===== config.mk =====
export PLATFORM = sky130hd
export DESIGN_NAME = button_debouncer
export DESIGN_NICKNAME = d
export VERILOG_FILES = /design/src/rtl/button_debouncer.sv
export SDC_FILE = /design/constraint.sdc
export NUM_CORES = 1
export LEC_CHECK = 0
export CORE_MARGIN = 2
export CORE_UTILIZATION = 49
export CTS_CLUSTER_SIZE = 25
export DETAILED_ROUTE_END_ITERATION = 7
export PLACE_DENSITY = 0.74
export SLEW_MARGIN = 15
export SYNTH_ARGS = -nofsm -noshare
export SYNTH_HDL_FRONTEND = slang
export SYNTH_SLANG_ARGS = --single-unit
export TNS_END_PERCENT = 100

===== constraint.sdc =====
create_clock -name clk -period 1.5 [get_ports clk]
set_input_delay 0.225 -clock clk [delete_from_list [all_inputs] [get_ports clk]]
set_output_delay 0.225 -clock clk [all_outputs]
set_load 0.01 [all_outputs]

===== src/rtl/button_debouncer.sv =====
// Purpose : debounce N_BTN push-buttons and emit one-cycle press/release events.
// Latency : 2-flop sync + STABLE_SAMPLES strobes; event registered one cycle after the completing strobe.
// Backpr. : none; outputs are free-running registers, events are never held or queued.
//
// Ports:
//   clk          system clock (only clock in the block)
//   rst          asynchronous, active-high reset
//   clk_debounce slow square wave, sampled as data; each rising edge is one sample instant
//   btn_raw      asynchronous raw button inputs, active-high
//   btn_level    debounced registered level per button
//   btn_press    one-cycle pulse on a debounced 0->1 transition
//   btn_release  one-cycle pulse on a debounced 1->0 transition
module button_debouncer #(
    parameter int N_BTN          = 5,
    parameter int STABLE_SAMPLES = 4
) (
    input  logic             clk,
    input  logic             rst,
    input  logic             clk_debounce,
    input  logic [N_BTN-1:0] btn_raw,
    output logic [N_BTN-1:0] btn_level,
    output logic [N_BTN-1:0] btn_press,
    output logic [N_BTN-1:0] btn_release
);

    localparam int CW = $clog2(STABLE_SAMPLES + 1);

    // Bit 1 of the state is the debounced level.
    localparam logic [1:0] ST_LOW       = 2'b00;
    localparam logic [1:0] ST_RISE_PEND = 2'b01;
    localparam logic [1:0] ST_HIGH      = 2'b10;
    localparam logic [1:0] ST_FALL_PEND = 2'b11;

    // cnt+1 == STABLE_SAMPLES expressed without widening the counter.
    localparam logic [CW-1:0] CNT_LAST = CW'(STABLE_SAMPLES - 1);
    localparam logic [CW-1:0] CNT_ONE  = CW'(1);

    // Button and strobe paths use the same synchronizer depth so a sample
    // taken on a strobe is the raw value captured alongside that edge.
    logic [N_BTN-1:0] raw_s1_q;
    logic [N_BTN-1:0] raw_s2_q;
    logic             db_s1_q;
    logic             db_s2_q;
    logic             prev_db_q;
    logic             strobe;

    always_ff @(posedge clk or posedge rst) begin
        if (rst) begin
            raw_s1_q  <= '0;
            raw_s2_q  <= '0;
            db_s1_q   <= 1'b0;
            db_s2_q   <= 1'b0;
            prev_db_q <= 1'b0;
        end else begin
            raw_s1_q  <= btn_raw;
            raw_s2_q  <= raw_s1_q;
            db_s1_q   <= clk_debounce;
            db_s2_q   <= db_s1_q;
            prev_db_q <= db_s2_q;
        end
    end

    assign strobe = db_s2_q & ~prev_db_q;

    for (genvar i = 0; i < N_BTN; i++) begin : g_btn
        logic [1:0]    state_q, state_d;
        logic [CW-1:0] cnt_q, cnt_d;
        logic          level_q;
        logic          press_q, press_d;
        logic          rel_q, rel_d;
        logic          sample;

        assign sample = raw_s2_q[i];

        always_comb begin
            state_d = state_q;
            cnt_d   = cnt_q;
            press_d = 1'b0;
            rel_d   = 1'b0;
            if (strobe) begin
                case (state_q)
                    ST_LOW: begin
                        if (sample) begin
                            if (STABLE_SAMPLES == 1) begin
                                state_d = ST_HIGH;
                                press_d = 1'b1;
                            end else begin
                                state_d = ST_RISE_PEND;
                                cnt_d   = CNT_ONE;
                            end
                        end
                    end
                    ST_RISE_PEND: begin
                        if (sample) begin
                            if (cnt_q == CNT_LAST) begin
                                state_d = ST_HIGH;
                                cnt_d   = '0;
                                press_d = 1'b1;
                            end else begin
                                cnt_d = cnt_q + CNT_ONE;
                            end
                        end else begin
                            // Bounce: abandon the pending rise silently.
                            state_d = ST_LOW;
                            cnt_d   = '0;
                        end
                    end
                    ST_HIGH: begin
                        if (!sample) begin
                            if (STABLE_SAMPLES == 1) begin
                                state_d = ST_LOW;
                                rel_d   = 1'b1;
                            end else begin
                                state_d = ST_FALL_PEND;
                                cnt_d   = CNT_ONE;
                            end
                        end
                    end
                    ST_FALL_PEND: begin
                        if (!sample) begin
                            if (cnt_q == CNT_LAST) begin
                                state_d = ST_LOW;
                                cnt_d   = '0;
                                rel_d   = 1'b1;
                            end else begin
                                cnt_d = cnt_q + CNT_ONE;
                            end
                        end else begin
                            state_d = ST_HIGH;
                            cnt_d   = '0;
                        end
                    end
                    default: begin
                        state_d = ST_LOW;
                        cnt_d   = '0;
                    end
                endcase
            end
        end

        always_ff @(posedge clk or posedge rst) begin
            if (rst) begin
                state_q <= ST_LOW;
                cnt_q   <= '0;
                level_q <= 1'b0;
                press_q <= 1'b0;
                rel_q   <= 1'b0;
            end else begin
                state_q <= state_d;
                cnt_q   <= cnt_d;
                // Registered from the next state so the level moves together
                // with the event pulse.
                level_q <= state_d[1];
                press_q <= press_d;
                rel_q   <= rel_d;
            end
        end

        assign btn_level[i]   = level_q;
        assign btn_press[i]   = press_q;
        assign btn_release[i] = rel_q;
    end

endmodule


* Yosys cells after proc, flatten, opt, wreduce, memory -nomap -nowiden
Cells that the tools add are included.
** Operators by class
- Multiply operators :: 0
- Muxes and demuxes :: 100
- $add $sub $neg :: 5
- Reduce and logical (&&, ||, !) cells :: 15
- Order comparisons :: 0
- Div/mod/pow operators :: 0
- Equality and inequality tests :: 40
- Bitwise gates (word level) :: 2
- Shift operators :: 0
** Operators with widths (number)
- $mux W3 :: 25
- $mux W2 :: 30
- $pmux W3 S4 :: 5
- $pmux W2 S4 :: 5
- $mux W1 :: 35
- $ne A3 B3 Y1 const B :: 10
- $reduce_and A5 Y1 :: 5
- $eq A2 B2 Y1 const B :: 10
- $ne A2 B2 Y1 const B :: 10
- $add A3 B1 Y3 const B :: 5
- $eq A3 B2 Y1 const B :: 5
- $reduce_and A3 Y1 :: 5
- $eq A2 B1 Y1 const B :: 5
- $logic_not A2 Y1 :: 5
- $and A1 B1 Y1 :: 1
- $not A1 Y1 :: 1
** Word-level totals
- Memories :: 0
- Logic and storage cells :: 192
- Latch bits :: 0
- Memory bits (read-only) :: 0
- Output and inout port bits :: 15
- Flip-flop bits (word level) :: 48
- Bits in writable memories :: 0

* Logic depth before layout (Yosys ltp)
Gate-level depths: netlist of run 1.
- Word-level depth :: 5
- Mapped depth :: 4
- Gate-level depth less buffers :: 4

* Worst setup path after synthesis of run 1
Ideal clock, no wire load.
- Kind :: register to register
- From :: register g_btn[3].cnt_q[0]
- To :: register with a tool-made name
- Path buffers :: 0
- Setup slack :: 0.128 ns
- Stages on the path, launching flop included :: 5
- Arrival :: 1.247 ns
- Path through :: dfrtp_1 ha_1 nand2b_1 or3_4 mux2_4
** RTL lines
- start: declaration :: RTL line 67 : logic [CW-1:0] cnt_q, cnt_d;
- start signal: assignment :: RTL line 150 : cnt_q <= cnt_d;

==> reports/metrics.cfg, run 1 <==
[timing]
fin_ws_ns=0.0719
fin_crit_ns=1.43
finalCritPeriodShare_pct=95.2
setup_tns_ns=0
hold_viol=0
fin_skew_ns=0.00555
worstMarginPinSlew_ns=0.370
timing.slew.headroom_pct=75.2
setup_violations=0
slew_viol_final=0
rsz0062_at_grt=no
max_freq_ghz=0.700

[synth]
ys_ff_latch=48
seq_area_frac_synth_pct=59.1
synthFlopType=dfrtp_1
syn_area_um2=2030
synth.net_count=173
ys_types=38
synth_edf_count=0
yosys_warnings=0
async_flop_share_pct=100
synth.avg_cell_area_um2=12.7
synth_cells=160

[die]
io_pins=23
initial_utilization_pct=50.8
die_h_um=68.4
rows=23
die_area_um2=4680
die_w_um=68.4
coreArea_um2=4000

[grt]
grt_max_degree=49
grt_pass1_wl_mm=5.24
antenna_found_initial=0
grt-ovfl-total=0
track_usage_pct=15.3
grt_pass1_vias=1232

[setup_path]
required_ns=1.67
end_kind=flop
cp_cell_sequence=ha_1 -> and3b_1 -> nand2_1 -> mux2_2
cp-start-kind=flop
critical_path_arrival_ns=1.60
path_class=flop to flop
rr_worst_depth=4
slowest_stage=dfrtp_1
worstPathMaxFanout=4
slowest_delay_ns=0.43

[clock_network]
cts.sinks=48
ctsHoldBuffers=0
clk_latency_ns=0.29
cts_inserted_buffers=5
cts_buffer_depth=2
htree_levels=2
cts_tree=yes
cts-root-buf=clkbuf_8
clkSlewWorstSetupHoldPaths_ns=0.08

[detailed_routing]
first_pass_iters=4
wl_mm=3.02
drc=0
drtIter0Drc=52
wl_per_cell_um=13.2
num_vias=1200
vias_per_cell=5.26
postRouteAntennaNets=0

[power]
p_clk_share_pct=21.1
max-vdd-ir-drop_mv=0.814
switchingPower_mw=0.959
leakage_nw=1.09
intPower_mw=2.30
p_per_area_nw_per_um2=1400
sw_frac_of_total_pct=29.5
seqPwrFrac_pct=53.5
combinationalPowerShare_pct=25.4

[final_layout]
fill_cells=313
seqCellArea_um2=1200
mostFrequentLayoutCells=dfrtp_1 (46), clkdlybuf4s50_1 (18), nor3b_1 (12)
diodes=0
area_growth_pct=14.7
layout-drive-gt1-share_pct=13.5
fin_util_pct=58.3
multi_input_area_um2=697
finalInstanceArea_um2=2330
layout_commonest_cell=dfrtp_1
fin_nets=191

[run]
drv_cap=0

[place]
dp_hpwl_mm=2.14
postPlaceCellArea_um2=2240
dp_slack_ns=-0.0231
io_buffer_count=22
globalplace.congestion=0.708

[min_path]
hold_class=input port to async pin

[run_status]
status=complete, no violations

## cells in the mapped netlist (all sizes together) (2+ instances only)
library cell / count / area (um^2)
dfrtp: 48 / 1200
buf: 16 / 118
nor3b: 12 / 90.1
o21ai: 7 / 35.0
ha: 5 / 62.6
mux2: 5 / 60.1
o21a: 5 / 37.5
a21o: 4 / 30.0
a21oi: 4 / 20.0
inv: 4 / 15.0
nand2: 4 / 15.0
nor3: 4 / 25.0
xnor2: 4 / 35.0
xor2: 4 / 35.0
a211oi: 3 / 22.5
and3b: 3 / 26.3
nand2b: 3 / 26.3
nor2: 3 / 11.3
a22o: 2 / 17.5
and3: 2 / 12.5
mux2i: 2 / 20.0
nand3: 2 / 10.0
nor2b: 2 / 12.5
o2bb2ai: 2 / 17.5
or3: 2 / 17.5
## layout make-up
cell class,instances,share of cell area (%)
Tap cell,50,2.68
Clock buffer,6,3.11
Timing Repair Buffer,28,11.9
Sequential cell,48,51.6
Inverter,4,0.644
Clock inverter,1,0.215
Multi-Input combinational cell,91,29.9
## worst paths after layout
| path | endpoint | start | slack (ns) |
|---|---|---|---|
| max | flop | g_btn[2].cnt_q[0]$_DFFE_PP0P_ | 0.07 |
| min | raw_s1_q[3]$_DFF_PP0_ | rst | 0.27 |
| max reg2reg | flop | g_btn[2].cnt_q[0]$_DFFE_PP0P_ | 0.07 |
| min reg2reg | raw_s2_q[2]$_DFF_PP0_ | raw_s1_q[2]$_DFF_PP0_ | 0.35 |
| max in group asynchronous | async pin | rst | 0.99 |
| min in group clk | raw_s2_q[2]$_DFF_PP0_ | raw_s1_q[2]$_DFF_PP0_ | 0.35 |
## power groups by stage
stage	Clock [mW]	Combinational, mW	Sequential (mW)
after floorplan	0	0.634	1.72
after global placement	0	0.760	1.75
after detailed placement	0	0.818	1.77
after CTS	0.726	0.825	1.74
after global routing	0.787	0.934	1.77
final	0.689	0.826	1.74
## cells by family after synthesis
| group | count (synthesis) | synth area share [%] |
|---|---|---|
| AOI/OAI and AO/OA | 31 | 10.6 |
| and+or+nand+nor | 40 | 13.2 |
| buffers and inverters | 21 | 6.71 |
| DFF | 48 | 59.1 |
| adders and majority gates | 5 | 3.08 |
| xor gates and xnor gates | 8 | 3.45 |
| muxes | 7 | 3.94 |
## metrics by stage
step	total power [mW]	cells	hold slack [ns]
6_report	3.26	228	0.269
3_5_place_dp	2.59	219	0.336
5_1_grt	3.49	228	0.290
2_1_floorplan	2.35	160	0.256
3_3_place_gp	2.51	219	0.333
4_1_cts	3.29	227	0.284
## timing repair
| item | CTS | global route |
|---|---|---|
| buffers inserted | 1 | 1 |
| endpoints found under the hold margin | 0 | 0 |
| gates cloned | 0 | 0 |
| setup endpoints to repair | 7 | 1 |
| gates resized for setup | 6 | 1 |
## routing by layer
layer | GRT usage, % | wire, um
met1 | 18.1 | 1360
met4 | 7.25 | 21
met3 | 5.10 | 82
met5 | 0 | 0
met2 | 24.9 | 1550
## worst max-delay path, delay by kind of cell, from the launching register on
family / cells / cell delay [ns]
adders and majority gates: 1 / 0.24
DFF: 1 / 0.43
muxes: 1 / 0.33
and+or+nand+nor: 2 / 0.31
(Power assumes the default switching activity.)
==> inputs of run 2 (changes only) <==
Settings changed: CORE_MARGIN 2 to 1.
==> run 2 against run 1 <==
  * Via count is 0.42% higher
  * Combinational power increased by 6.1%
  * First-iteration DRC count decreased by 56%
  * Sequential cell count did not move
  * Sequential power hardly changed
  * Critical path type unchanged
  * Highest routed layer unchanged
==> reports/metrics.cfg, run 2 (synthesized netlist as in run 1, its figures left out) <==
[place]
globalplace.congestion=0.729  ; +3.0%
dp_hpwl_mm=2.17  ; +1.7%
io_buffer_count=22  ; unchanged
postPlaceCellArea_um2=2230  ; -0.34%
dp_slack_ns=0.0114  ; +0.0345 ns

[grt]
grt_max_degree=49  ; unchanged
grt-ovfl-total=0  ; unchanged
grt_pass1_wl_mm=5.47  ; +4.3%
track_usage_pct=17.2  ; +2.0 points
grt_pass1_vias=1276  ; +3.6%
antenna_found_initial=0  ; unchanged

[die]
coreArea_um2=4000  ; unchanged
io_pins=23  ; unchanged
die_h_um=66.4  ; -2.9%
die_area_um2=4410  ; -5.8%
rows=23  ; unchanged
die_w_um=66.4  ; -2.9%
initial_utilization_pct=50.8  ; unchanged

[timing]
finalCritPeriodShare_pct=95.4  ; +0.17 points
setup_tns_ns=0  ; unchanged
max_freq_ghz=0.699  ; -0.18%
setup_violations=0  ; unchanged
fin_skew_ns=0.00678  ; +0.00124 ns
fin_crit_ns=1.43  ; +0.00252 ns
hold_viol=0  ; unchanged
hold_ws_ns=0.274  ; +0.00506 ns
slew_viol_final=0  ; unchanged
rsz0062_at_grt=no
timing.slew.headroom_pct=76.9  ; +1.7 points
worstMarginPinSlew_ns=0.345  ; -0.0253 ns
fin_ws_ns=0.0693  ; -0.00252 ns

[detailed_routing]
drc=0  ; unchanged
vias_per_cell=5.26  ; about the same
first_pass_iters=4  ; unchanged
postRouteAntennaNets=0  ; unchanged
wl_per_cell_um=13.9  ; +4.8%
drtIter0Drc=23  ; -56%
wl_mm=3.18  ; +5.2%
num_vias=1205  ; +0.42%

[setup_path]
worstPathMaxFanout=4  ; unchanged
path_class=flop to flop
end_kind=flop
critical_path_arrival_ns=1.61  ; about the same
cp-start-kind=flop
required_ns=1.68  ; about the same

[clock_network]
clk_latency_ns=0.29  ; about the same
clkSlewWorstSetupHoldPaths_ns=0.08  ; about the same
cts_inserted_buffers=5  ; unchanged
cts-root-buf=clkbuf_8
cts.sinks=48  ; unchanged
ctsHoldBuffers=0  ; unchanged
htree_levels=2  ; unchanged
cts_tree=yes
cts_buffer_depth=2  ; unchanged

[final_layout]
finalInstanceArea_um2=2340  ; +0.48%
diodes=0  ; unchanged
layout_commonest_cell=dfrtp_1
fin_nets=192  ; +0.52%
mostFrequentLayoutCells=dfrtp_1 (46), clkdlybuf4s50_1 (19), nor3b_1 (12)
layout-drive-gt1-share_pct=14.5  ; +1.0 points
area_growth_pct=15.3

[run_status]
status=complete, no violations

[min_path]
hold_class=input port to async pin

[power]
p_per_area_nw_per_um2=1410  ; +1.2%
leakage_nw=1.09  ; about the same
total_power_mw=3.31  ; +1.7%
max-vdd-ir-drop_mv=0.968  ; +19%

[run]
drv_cap=0  ; unchanged

## run 2: cell count changes in the layout (fill, tap and decap cells not counted), sizes merged
cell           before  now
buf                 6    7
clkdlybuf4s50      18   19
dlygate4sd2         3    2
## run 2: critical path, cell delays in order, from the launching register on
cell and delay [ns]:
dfrtp_1 0.38, ha_2 0.19, nand2b_1 0.09, or3_4 0.36, mux2_4 0.30
## run 2: area by class of cell
cell class,count,area (um^2)
inverters,4,15.0
multi-input cells,91,699
repair buffers,29,285
flip-flops and latches,48,1200
clock inverters,1,5.00
clock buffers,6,72.6
fillers,307,1660
well taps,50,62.6
## run 2: report_power, final
| part | switching (mW) | leakage (nW) | internal [mW] |
|---|---|---|---|
| clock | 0.379 | 0.0410 | 0.317 |
| sequential | 0.210 | 0.610 | 1.53 |
| combinational | 0.402 | 0.439 | 0.474 |
| total | 0.991 | 1.09 | 2.32 |
## run 2: what timing repair did
item                                    in CTS  in global routing
endpoints found under the setup margin       5                  2
resized for setup                            5                  2
buffers inserted                             2                  2
## run 2: final timing paths
path	startpoint	endpoint	slack, ns	depth (start not counted)
worst min register to register	raw_s1_q[2]$_DFF_PP0_	raw_s2_q[2]$_DFF_PP0_	0.35	0
max in group asynchronous	rst	async pin	0.99	3
worst max register to register	g_btn[3].cnt_q[0]$_DFFE_PP0P_	flop	0.07	4
min in group clk	raw_s1_q[2]$_DFF_PP0_	raw_s2_q[2]$_DFF_PP0_	0.35	0
worst min-delay path	rst	raw_s1_q[1]$_DFF_PP0_	0.27	3
worst max-delay path	g_btn[3].cnt_q[0]$_DFFE_PP0P_	flop	0.07	4
## run 2: through the flow
stage                     utilization, %  std cells
after floorplan                        -        160
after global placement              55.7        218
after detailed placement            55.7        218
after CTS                           58.1        227
after global routing                58.6        229
final                               58.6        229
## run 2: routing by layer
metal | routed length [um] | part of all wire [%] | vias to the layer above | global-route usage, %
li1 | - | - | 589 | -
met1 | 1450 | 46 | 591 | 19.8
met2 | 1600 | 50 | 21 | 28.3
met3 | 90 | 2.8 | 4 | 5.69
met4 | 40 | 1.3 | 0 | 9.31
met5 | 0 | 0 | - | 0
==> inputs of run 3 (changes only) <==
Settings changed: CORE_MARGIN 1 to default, CTS_CLUSTER_DIAMETER from default to 80.
==> results of run 3 <==
The final DEF is identical to that of run 2; final timing and power are the same.
